==> config.mk <==
export PLATFORM = sky130hd
export DESIGN_NAME = ball_motion
export DESIGN_NICKNAME = d
export VERILOG_FILES = /design/src/rtl/video_pkg.sv /design/src/rtl/axis_bounce.sv /design/src/rtl/ball_motion.sv
export SDC_FILE = /design/constraint.sdc
export NUM_CORES = 1
export LEC_CHECK = 0
export ABC_AREA = 1
export CORE_ASPECT_RATIO = 1.25
export CORE_MARGIN = 4
export CORE_UTILIZATION = 30
export CTS_CLUSTER_SIZE = 12
export DETAILED_ROUTE_END_ITERATION = 16
export PLACE_DENSITY = 0.57
export SYNTH_ARGS = -nofsm -noshare
export SYNTH_HDL_FRONTEND = slang
export SYNTH_SLANG_ARGS = --single-unit
==> constraint.sdc <==
create_clock -name clk -period 2.2 [get_ports clk]
set_input_delay 0.33 -clock clk [delete_from_list [all_inputs] [get_ports clk]]
set_output_delay 0.33 -clock clk [all_outputs]
set_load 0.02 [all_outputs]
==> src/rtl/video_pkg.sv <==
// Shared video timing constants and ball FSM state encoding.
// Latency: n/a (types and constants only).
// Backpressure: n/a.
package video_pkg;

  localparam int POS_W         = 10;
  localparam int H_DISPLAY_DEF = 256;
  localparam int V_DISPLAY_DEF = 240;

  typedef enum logic [1:0] {
    WAIT   = 2'd0,
    STEP_X = 2'd1,
    STEP_Y = 2'd2,
    COMMIT = 2'd3
  } state_t;

endpackage

==> src/rtl/axis_bounce.sv <==
// One-axis ball step with wall reflection; shared by X and Y.
// Latency: purely combinational, the caller registers the results.
// Backpressure: none.
module axis_bounce
  import video_pkg::*;
#(
  parameter int MAX   = 252,
  parameter int SPEED = 2
) (
  input  logic [POS_W-1:0] pos,
  input  logic             dir,
  output logic [POS_W-1:0] next_pos,
  output logic             next_dir,
  output logic             hit
);

  // One extra bit so pos + SPEED can never wrap before the compare.
  localparam int W1 = POS_W + 1;
  localparam logic [W1-1:0] MAX_W = W1'(MAX);
  localparam logic [W1-1:0] SPD_W = W1'(SPEED);

  logic [W1-1:0] pos_w;
  logic [W1-1:0] sum;

  assign pos_w = {1'b0, pos};
  assign sum   = pos_w + SPD_W;

  // Landing exactly on a wall counts as a hit and reverses direction.
  always_comb begin
    next_pos = pos;
    next_dir = dir;
    hit      = 1'b0;
    if (!dir) begin
      if (sum >= MAX_W) begin
        next_pos = MAX_W[POS_W-1:0];
        next_dir = 1'b1;
        hit      = 1'b1;
      end else begin
        next_pos = sum[POS_W-1:0];
      end
    end else begin
      if (pos_w <= SPD_W) begin
        next_pos = '0;
        next_dir = 1'b0;
        hit      = 1'b1;
      end else begin
        next_pos = pos - SPD_W[POS_W-1:0];
      end
    end
  end

endmodule

==> src/rtl/ball_motion.sv <==
// Per-frame ball position generator: steps X then Y on each vsync rise, reflecting off edges.
// Latency: rise sampled in cycle N -> X updates end of N+1, Y end of N+2, pulses during N+3.
// Backpressure: none; rises outside WAIT are dropped. Optional BALL_MOTION_PAUSE_EN adds i_pause.
module ball_motion
  import video_pkg::*;
#(
  parameter int H_DISPLAY = H_DISPLAY_DEF,
  parameter int V_DISPLAY = V_DISPLAY_DEF,
  parameter int BALL_SIZE = 4,
  parameter int X_INIT    = 128,
  parameter int Y_INIT    = 128,
  parameter int X_SPEED   = 2,
  parameter int Y_SPEED   = 2
) (
  input  logic             clk,
  input  logic             reset,
  input  logic             vsync,
`ifdef BALL_MOTION_PAUSE_EN
  input  logic             i_pause,
`endif
  output logic [POS_W-1:0] o_ball_x,
  output logic [POS_W-1:0] o_ball_y,
  output logic             o_dir_x,
  output logic             o_dir_y,
  output logic             o_hit_x,
  output logic             o_hit_y,
  output logic             o_frame_done
);

  state_t           state_q, state_d;
  logic             vsync_q;
  logic             rise;
  logic             pause_req;
  logic             hit_x_q, hit_y_q, hit_x_d, hit_y_d;
  logic [POS_W-1:0] x_d, y_d;
  logic             dir_x_d, dir_y_d;
  logic [POS_W-1:0] x_step, y_step;
  logic             dir_x_step, dir_y_step;
  logic             hit_x_step, hit_y_step;

  assign rise = vsync & ~vsync_q;

`ifdef BALL_MOTION_PAUSE_EN
  assign pause_req = i_pause;
`else
  assign pause_req = 1'b0;
`endif

  axis_bounce #(.MAX(H_DISPLAY - BALL_SIZE), .SPEED(X_SPEED)) u_bounce_x (
    .pos      (o_ball_x),
    .dir      (o_dir_x),
    .next_pos (x_step),
    .next_dir (dir_x_step),
    .hit      (hit_x_step)
  );

  axis_bounce #(.MAX(V_DISPLAY - BALL_SIZE), .SPEED(Y_SPEED)) u_bounce_y (
    .pos      (o_ball_y),
    .dir      (o_dir_y),
    .next_pos (y_step),
    .next_dir (dir_y_step),
    .hit      (hit_y_step)
  );

  // Next-state and next-position selection; each axis commits in its own step state.
  always_comb begin
    state_d = state_q;
    x_d     = o_ball_x;
    y_d     = o_ball_y;
    dir_x_d = o_dir_x;
    dir_y_d = o_dir_y;
    hit_x_d = hit_x_q;
    hit_y_d = hit_y_q;
    case (state_q)
      WAIT: begin
        if (rise) begin
          hit_x_d = 1'b0;
          hit_y_d = 1'b0;
          state_d = pause_req ? COMMIT : STEP_X;
        end
      end
      STEP_X: begin
        x_d     = x_step;
        dir_x_d = dir_x_step;
        hit_x_d = hit_x_step;
        state_d = STEP_Y;
      end
      STEP_Y: begin
        y_d     = y_step;
        dir_y_d = dir_y_step;
        hit_y_d = hit_y_step;
        state_d = COMMIT;
      end
      COMMIT:  state_d = WAIT;
      default: state_d = WAIT;
    endcase
  end

  // State, position and registered pulses; pulses are high exactly while in COMMIT.
  always_ff @(posedge clk) begin
    if (reset) begin
      state_q      <= WAIT;
      vsync_q      <= 1'b1;
      o_ball_x     <= POS_W'(X_INIT);
      o_ball_y     <= POS_W'(Y_INIT);
      o_dir_x      <= 1'b0;
      o_dir_y      <= 1'b0;
      hit_x_q      <= 1'b0;
      hit_y_q      <= 1'b0;
      o_hit_x      <= 1'b0;
      o_hit_y      <= 1'b0;
      o_frame_done <= 1'b0;
    end else begin
      state_q      <= state_d;
      vsync_q      <= vsync;
      o_ball_x     <= x_d;
      o_ball_y     <= y_d;
      o_dir_x      <= dir_x_d;
      o_dir_y      <= dir_y_d;
      hit_x_q      <= hit_x_d;
      hit_y_q      <= hit_y_d;
      o_frame_done <= (state_d == COMMIT);
      o_hit_x      <= (state_d == COMMIT) & hit_x_d;
      o_hit_y      <= (state_d == COMMIT) & hit_y_d;
    end
  end

endmodule

==> results.md <==
* Static Leak at 0.001088 uW
* Crit path DAT at 2050 ps
* Max Clk Rate at 0.5361 GHz
* Fraction of layout cells with a size suffix above 1 at 8.333%
* CTS Buf Count at 3
* PwrDens at 1378 nW/um^2
* Max IR drop VDD at 0.0005735 V
* Synth unique cells at 34
* Critical path class: register to register
* Inserted Diodes at 0
* Root buf cell: clkbuf_8
* Tcrit/Tclk final at 84.79%
* GRT Resource Usage Total at 13.89%
* CP cell instances: ha_1 -> nand2_1 -> nor2_1 -> nand2_1 -> nand2_1 -> nand2_2 -> nor2_4 -> nand2_2 -> nand2_4 -> nand2_4 -> o21ai_2 -> inv_1
* Crit path max-delay cell type: dfxtp_1
* Area delta synth->final at 19.31%
* Worst skew pair latency at 280 ps
* Final instance area at 2374 um^2
* Met1 Track Usage GR at 17.33%
* Sequential share of the synthesized area at 28.18%
* Die Wd at 80.84 um
* Syn Inst Count at 313
* Gpl congestion at 0.8488
* First drt pass iteration count at 4
* I/O Buffers at 25
* Num rows at 32
* Run status: complete, no violations
* Min-Delay Path Class: register to register
* Core ar. at 6326 um^2
* Critical Path Most Common Cell: nand2_1
* Initial core utilization at 31.45%
* Delay of the slowest critical-path stage at 510 ps
* Synth warn at 0
* Cells on Worst Hold Path at 2
* Unrepaired setup endpoints after global routing: no
* H-Tree Depth at 1
* Final Slew Violations at 0
* IO Pins at 28
* Met2 Usage GRT at 23.28%
* Setup-failing EPs final at 0
* Hold Fails Final Rpt at 0
* Initial antenna violation count at 0
* Tmin final at 1865 ps
* Total clock sinks at 28
* GRT Max-Usage Layer: met2
* Resize count post-CTS at 0
* Worst r2r path cells at 12
* Reg2reg end: o_ball_y[2]
* Clock slew at reported path FFs at 90 ps
* Drt drc at 0
* Cell family with most CP delay: simple AND/OR/NAND/NOR gates
* Hold Path End: o_hit_y
* Clock Path Buffers at 2
* Crit path max fanout at 9
* Post-Syn Area at 1989 um^2
* Vias at 1974
* Hold_buf cts at 0
* Grt ovf at 0
* Post-route setup TNS at 0 ps
* Postcts setup bufs at 0
* Final #Nets at 349
* Routed length per instance at 12.12 um
* Final Skew at 2.309 ps
* TritonCTS clock tree: done
* Detailed Route WL at 5102 um
* Number of synthesized flops with an enable pin at 0
* Crit. End Element: register
* Die H at 99.05 um
* Initial drt markers at 61
* Worst path bufs/invs at 1
* #FFs+latches synth at 28
* Syn Area/Cell at 6.356 um^2
* Hpwl dp at 3955 um
* Number of vias per cell at 4.689
* Antenna-violating nets left at 0
* Crit path required time at 2380 ps
* M3 GR Usage at 2.285%
* Synth Flop Type: dfxtp_1
* Full die area at 8006 um^2
* CP Launch Type: register
* Largest net degree at the start of global routing at 16
* Max-cap violations at 0
* Fin util at 37.52%
* Reg-to-reg startpoint: o_ball_y[1]
* Vias in the first global route at 1921
* Filler cells at 711
* Flop-to-flop setup slack at 330 ps
* Wire length of the first global-routing pass at 8866 um
* Placed inst area at 2318 um^2
* Worst Hold Launch: hit_y_q
* Ys async rst share at 0%
-- metal layers --
layer | vias up | part of all wire [%]
met2 | 49 | 48
met4 | 0 | 1.9
met3 | 10 | 5.1
li1 | 1039 | -
met5 | - | 0
met1 | 876 | 45
-- cell usage in the layout, fill, tap and decap left out, types with 2 or more instances in the layout --
| cell | netlist | final |
|---|---|---|
| a21oi_1 | 23 | 23 |
| nor2_4 | 3 | 3 |
| ha_1 | 9 | 9 |
| clkdlybuf4s50_1 | 0 | 25 |
| xor2_1 | 5 | 5 |
| nand3_1 | 27 | 27 |
| conb_1 | 1 | 2 |
| nand2_2 | 3 | 3 |
| nand2_4 | 3 | 3 |
| o21ai_2 | 3 | 3 |
| nor2_1 | 35 | 35 |
| nor2_2 | 3 | 3 |
| o21ai_0 | 18 | 18 |
| inv_2 | 5 | 5 |
| nand2_1 | 71 | 71 |
| xnor2_1 | 3 | 3 |
| nand4_1 | 4 | 4 |
| a211oi_1 | 3 | 3 |
| nor3_1 | 2 | 2 |
| inv_1 | 44 | 44 |
| dfxtp_1 | 28 | 28 |
| buf_4 | 2 | 3 |
| clkbuf_8 | 0 | 4 |
-- cell families (layout without fill, tap and decap cells) --
kind of cell	Yosys count	in the layout	share of synthesized area, %
AND/OR/NAND/NOR	153	153	34.72
buffers and inverters	59	81	11.95
AO/OA/AOI/OAI	54	54	15.28
flip-flops	28	28	28.18
adder cells (fa/ha/maj)	9	9	5.660
XOR/XNOR	8	8	3.522
other	1	2	0.1885
multiplexers	1	1	0.5032
-- power breakdown --
part,total (uW),internal (uW),switching [uW]
logic,2050,799,1250
clock network,322,160,162
registers,897,659,238
-- cells in the mapped netlist (4+ instances only) --
master	count	area (um^2)
nor2_1	35	131.4
ha_1	9	112.6
a21oi_1	23	115.1
dfxtp_1	28	560.5
o21ai_0	18	90.09
nand3_1	27	135.1
xor2_1	5	43.79
inv_1	44	165.2
nand2_1	71	266.5
nand4_1	4	25.02
inv_2	5	18.77
clkbuf_1	6	22.52
-- sequential cells by signal (all words and copies together) (netlist names) --
signal / flops
state_q: 2
o_hit_y: 1
o_ball_x: 9
hit_y_q: 1
o_dir_y: 1
vsync_q: 1
o_hit_x: 1
o_ball_y: 9
o_frame_done: 1
hit_x_q: 1
o_dir_x: 1
-- area by class of cell --
| cell class | count | area (um^2) | area share (%) |
|---|---|---|---|
| flip-flops and latches | 28 | 560.5 | 23.62 |
| well taps | 85 | 106.4 | 4.481 |
| repair buffers | 28 | 272.8 | 11.49 |
| multi-input cells | 227 | 1195 | 50.34 |
| clock buffers | 4 | 55.05 | 2.319 |
| inverters | 49 | 183.9 | 7.749 |
-- worst register-to-register path: stages, from the launching register on --
cell     delay (ps)
dfxtp_1         510
ha_1            250
nand2_1         120
nor2_1          190
nand2_1          60
nand2_1          70
nand2_2          60
nor2_4          130
nand2_2          80
nand2_4          80
nand2_4          60
o21ai_2         120
inv_1            40
-- stage by stage --
step | power [uW] | instances | worst slack [ps] | hold slack [ps]
after CTS | 3294 | 421 | 310.8 | 501.5
after global placement | 2971 | 417 | 333.0 | 483.8
after detailed placement | 2954 | 417 | 332.3 | 486.6
after floorplan | 2354 | 314 | 437.2 | 413.9
after global routing | 3593 | 421 | 123.9 | 549.4
final | 3272 | 421 | 334.6 | 499.6
-- worst max path at each step --
stage / startpoint / slack [ps] / cells past startpoint / end
final: o_ball_y[1] / 330 / 12 / o_ball_y[2]
after global routing: o_ball_y[1] / 120 / 12 / hit_y_q
after CTS: o_ball_y[1] / 310 / 12 / o_ball_y[2]
after detailed placement: o_ball_y[1] / 330 / 12 / o_ball_y[2]
after global placement: o_ball_y[1] / 330 / 12 / o_ball_y[2]
after floorplan: o_ball_y[1] / 440 / 12 / o_ball_y[2]
No activity file was read; power rests on OpenSTA's default activity.
==> edit 1: new RTL, same flow settings <==
The package constant `POS_W` goes from 10 to 20.
--- a/src/rtl/video_pkg.sv
+++ b/src/rtl/video_pkg.sv
@@ -5,3 +5,3 @@
 
-  localparam int POS_W         = 10;
+  localparam int POS_W         = 20;
   localparam int H_DISPLAY_DEF = 256;
Ports: changed (resized o_ball_x and o_ball_y); port bits go from 28 to 48. No check against the original RTL was run, so the function may have changed too.
==> edit 1 against the original RTL <==
Sequential share of layout area down 4.9 points; highest routed layer unchanged; critical path type unchanged; power is 130% higher; sequential cell count increased by 20; worst setup slack lost 130 ps; area after synthesis grew 110%; first-iteration DRC count grew to 3.3 times the old value; worst hold slack improved by 13 ps; combinational power up 130%; wire length rose to 2.6 times the old value; final area is 120% higher; clock skew is 2.3 ps higher; largest cell class unchanged; count of clock-buffer cells in the layout rose by 1; clock power grew to 3.5 times the old value; die area grew 100%; largest power group unchanged.
==> edit 1: results (changes against the original RTL) <==
- The number of cells on the worst reg-to-reg path is 14 (was 12).
- The multi-input combinational area share is 53.1% (was 50.3%).
- The number of clock buffer instances in the layout is 5 (was 4).
- The worst hold margin is 513 ps (was 500 ps).
- The placed cell count is 915 (was 417).
- The launch point of the worst path is o_ball_x[1]$_SDFFE_PP0P_ (was o_ball_y[1]$_SDFFE_PP0P_).
- The internal power summed over all cells was 3.72 mW (was 1.62 mW).
- The met3 wirelength from detailed routing is 362 um (was 259 um).
- The XOR/XNOR share of the synthesized area came to 5.16% (was 3.52%).
- The part of the Yosys area used for sequential elements was 22.8% (was 28.2%).
- The count of nets after finishing came to 759 (was 349).
- The met2 track utilization from global routing is 30.0% (was 23.3%).
- The non-clock inverter count in the final layout is 83 (was 49).
- The register bit total from synthesis is 48 (was 28).
- The total via count after detailed routing is 4,540 (was 1,974).
- Top cell types by occurrence after synthesis: nand2_1, nor2_1, inv_1, nand3_1, dfxtp_1 (was nand2_1, inv_1, nor2_1, dfxtp_1, nand3_1).
- The final weighted congestion in routability-driven placement is 0.910 (was 0.849).
- The post-synthesis adder-cell area fraction is 2.67% (was 5.66%).
- The deepest level of the CTS H-tree is 2 (was 1).
- The sum of met2 wire segment lengths after detailed routing came to 6550 um (was 2470 um).
- The final routed wire length divided by cell count is 14.1 um (was 12.1 um).
- The sequential power is 1.65 mW (was 897 uW).
- The layout cell share with drive strength beyond 1 is 15.5% (was 8.33%).
- The maximum number of pins on one net before global-route repair was 32 (was 16).
- Synth top area cells: dfxtp_1, nand2_1, nor2_1, nand3_1, inv_1 (was dfxtp_1, nand2_1, inv_1, nand3_1, nor2_1).
- The worst path arrival time is 2180 ps (was 2050 ps).
- The area of the multi-input gates is 0.00277 sq mm (was 0.00119 sq mm).
- The sum of routed wire segments on met1 is 5670 um (was 2280 um).
- The static power due to leakage is 2.24 nW (was 1.09 nW).
- The worst voltage drop across the vdd grid is 583 uV (was 574 uV).
- The fraction of the mapped netlist area in compound gates came to 14.1% (was 15.3%).
- The share of synthesized area spent on multiplexers was 0% (was 0.503%).
- The reg2reg setup slack came to 200 ps (was 330 ps).
- The aggregate routed wire length is 13,000 um (was 5100 um).
- Run status: completed (unchanged).
- The power share of the sequential group is 22.2% (was 27.4%).
- The clock tree skew after final layout is 4.60 ps (was 2.31 ps).
- The sequential standard cell area is 975 sq um (was 561 sq um).
- The global-route usage over all layers is 16.5% (was 13.9%).
- The non-clock buffering overhead in the final layout is 14.0% (was 11.5%).
- The met1 demand-to-capacity share in global routing is 19.7% (was 17.3%).
- The number of combinational gates with multiple inputs came to 527 (was 227).
- The total placed instance area is 0.00498 sq mm (was 0.00232 sq mm).
- The HPWL after detailed placement is 10,100 um (was 3960 um).
- The average footprint of a synthesized cell is 6.12 sq um (was 6.36 sq um).
- The count of routing violations after the opening detailed-route iteration is 199 (was 61).
- The clock root buffer master is clkbuf_16 (was clkbuf_8).
==> edit 1: cell count changes after synthesis, sizes merged, moves of 8 or more <==
cell / before / now
a21oi: 23 / 48
a31oi: 0 / 8
buf: 4 / 22
dfxtp: 28 / 48
inv: 49 / 81
nand2: 77 / 160
nand3: 28 / 67
nand4: 4 / 24
nor2: 41 / 110
nor3: 2 / 14
o21ai: 22 / 38
xor2: 5 / 23
==> edit 1: through the flow <==
stage          TNS, ps  setup WS [ps]
2_1_floorplan        0            137
4_1_cts              0            131
5_1_grt          -7.51          -7.51
6_report             0            203
3_5_place_dp         0            143
3_3_place_gp         0            159
==> edit 1: worst max-delay path, cell delays in order, from the launching register on <==
cell and delay, ps:
dfxtp_1 340, ha_1 220, nand2_1 130, nor2_4 170, nand2_1 130, nor2_4 110, nand2_2 60, a21oi_2 130
nand3_1 80, nor2_2 140, nand3_1 130, nand2_1 90, nand2_1 50, nand2_1 70, nor2_1 40
==> edit 2: new RTL, same settings <==
Made on the original files. Encoding of `state_t`: now one-hot (4 bits for 4 states).
--- a/src/rtl/video_pkg.sv
+++ b/src/rtl/video_pkg.sv
@@ -9,7 +9,7 @@
 
-  typedef enum logic [1:0] {
-    WAIT   = 2'd0,
-    STEP_X = 2'd1,
-    STEP_Y = 2'd2,
-    COMMIT = 2'd3
+  typedef enum logic [3:0] {
+    WAIT   = 4'b0001,
+    STEP_X = 4'b0010,
+    STEP_Y = 4'b0100,
+    COMMIT = 4'b1000
   } state_t;
Function: same outputs for any inputs over 10 cycles, from zero or initial values and one cycle with reset high; not proved beyond that.
==> edit 2 against the original RTL <==
Sequential cell count up 1; wire length rose by 5.1%; first-iteration DRC count increased by 38%; non-clock buffer count shrank 1; critical endpoint is now o_ball_y[4]; global-route usage rose by 0.42 points; synthesized cell count decreased by 1.9%; core utilization is 0.70 points higher; area after synthesis fell by 0.44%; die area decreased by 0.40%; worst setup slack improved by 37 ps; final area grew 1.2%; via count rose by 2.3%.
Power is left out: it rests on default switching activity, and per cell area and clock period it moved more than threefold.
==> edit 2: results (changes against the original RTL) <==
- The cell family contributing the most delay on the critical path is buffers and inverters (was simple AND/OR/NAND/NOR gates).
- The clock tree skew after final layout is 6.24 ps (was 2.31 ps).
- The filler-free cell count of the finished design is 420 (was 421).
- The clock-pin slew of the registers on the worst-case setup and hold paths is 60 ps (was 90 ps).
- The total via count after detailed routing is 2,020 (was 1,974).
- The HPWL after detailed placement was 4190 um (was 3960 um).
- The total placed instance area is 0.00230 sq mm (was 0.00232 sq mm).
- The final weighted congestion in routability-driven placement came to 0.926 (was 0.849).
- Run status: completed (unchanged).
- The number of buffers created by CTS is 5 (was 3).
- The launch instance of the worst min-delay path is vsync_q$_SDFF_PP1_ (was hit_y_q$_SDFF_PP0_).
- The count of unique library cells instantiated by Yosys is 33 (was 34).
- The maximum single-stage delay on the critical path is 680 ps (was 510 ps).
- The deepest level of the CTS H-tree came to 2 (was 1).
- The endpoint with the worst hold slack is state_q[1]$_SDFF_PP0_ (was o_hit_y$_SDFF_PP0_).
- The reg2reg setup slack is 520 ps (was 330 ps).
- The global-route usage over all layers came to 14.3% (was 13.9%).
- The cell type of the slowest stage on the worst timing path is clkdlybuf4s50_1 (was dfxtp_1).
- The cell depth of the worst hold path came to 1 (was 2).
- The first-pass detailed-route iteration total was 5 (was 4).
- The part of the Yosys area used for sequential elements came to 29.3% (was 28.2%).
- The via count of the first global-routing pass is 1,950 (was 1,921).
- The count of routing violations after the opening detailed-route iteration is 84 (was 61).
- The placed cell count was 412 (was 417).
- Top cell types by occurrence after synthesis: nand2_1, inv_1, nand3_1, nor2_1, dfxtp_1 (was nand2_1, inv_1, nor2_1, dfxtp_1, nand3_1).
- The worst path arrival time was 1500 ps (was 2050 ps).
- Largest regs: o_ball_x x9, o_ball_y x9, state_q x4 (was o_ball_x x9, o_ball_y x9, state_q x2).
edit 2: per-layer routing:
layer	wire length, um	share of wire, %	vias to the layer above	track usage [%]
met4	143	2.7	0	6.89
met3	177	3.3	15	2.01
met5	0	0	-	0
met2	2670	50	57	24.7
li1	-	-	1043	-
met1	2370	44	905	17.0
edit 2: area by class of cell:
cell class / instances / area (sq um) / share of cell area (%)
clock buffer: 7 / 96.3 / 4.01
sequential: 29 / 581 / 24.2
multi-input combinational: 226 / 1180 / 49.1
tap: 85 / 106 / 4.43
timing repair buffer: 27 / 265 / 11.0
clock inverter: 1 / 5.00 / 0.208
inverter: 45 / 169 / 7.03
edit 2: worst max path at each step:
stage,startpoint,endpoint
floorplan,o_ball_x[1]$_SDFFE_PP0P_,o_ball_x[2]$_SDFFE_PP0P_
global placement,o_ball_x[1]$_SDFFE_PP0P_,o_ball_x[2]$_SDFFE_PP0P_
detailed placement,o_ball_y[3]$_SDFFE_PP0P_,o_ball_y[5]$_SDFFE_PP0P_
CTS,o_ball_y[4]$_SDFFE_PP0P_,o_ball_y[4]
global route,o_ball_y[4]$_SDFFE_PP0P_,o_ball_y[4]
finish,o_ball_y[4]$_SDFFE_PP0P_,o_ball_y[4]
edit 2: metrics by stage:
step	setup WS (ps)	hold WS [ps]	utilization (%)
global route	308	456	38.2
CTS	359	441	38.2
global placement	541	422	36.6
detailed placement	536	431	36.6
finish	372	437	38.2
floorplan	575	401	-
edit 2: cell families after synthesis:
family,count (synthesis),share of synthesized area (%)
mux,1,0.505
flops,29,29.3
fa+ha+maj,6,3.79
xor+xnor,6,2.65
other cells,1,0.189
compound gates,56,15.4
buf+inv,53,11.3
simple gates,155,36.8
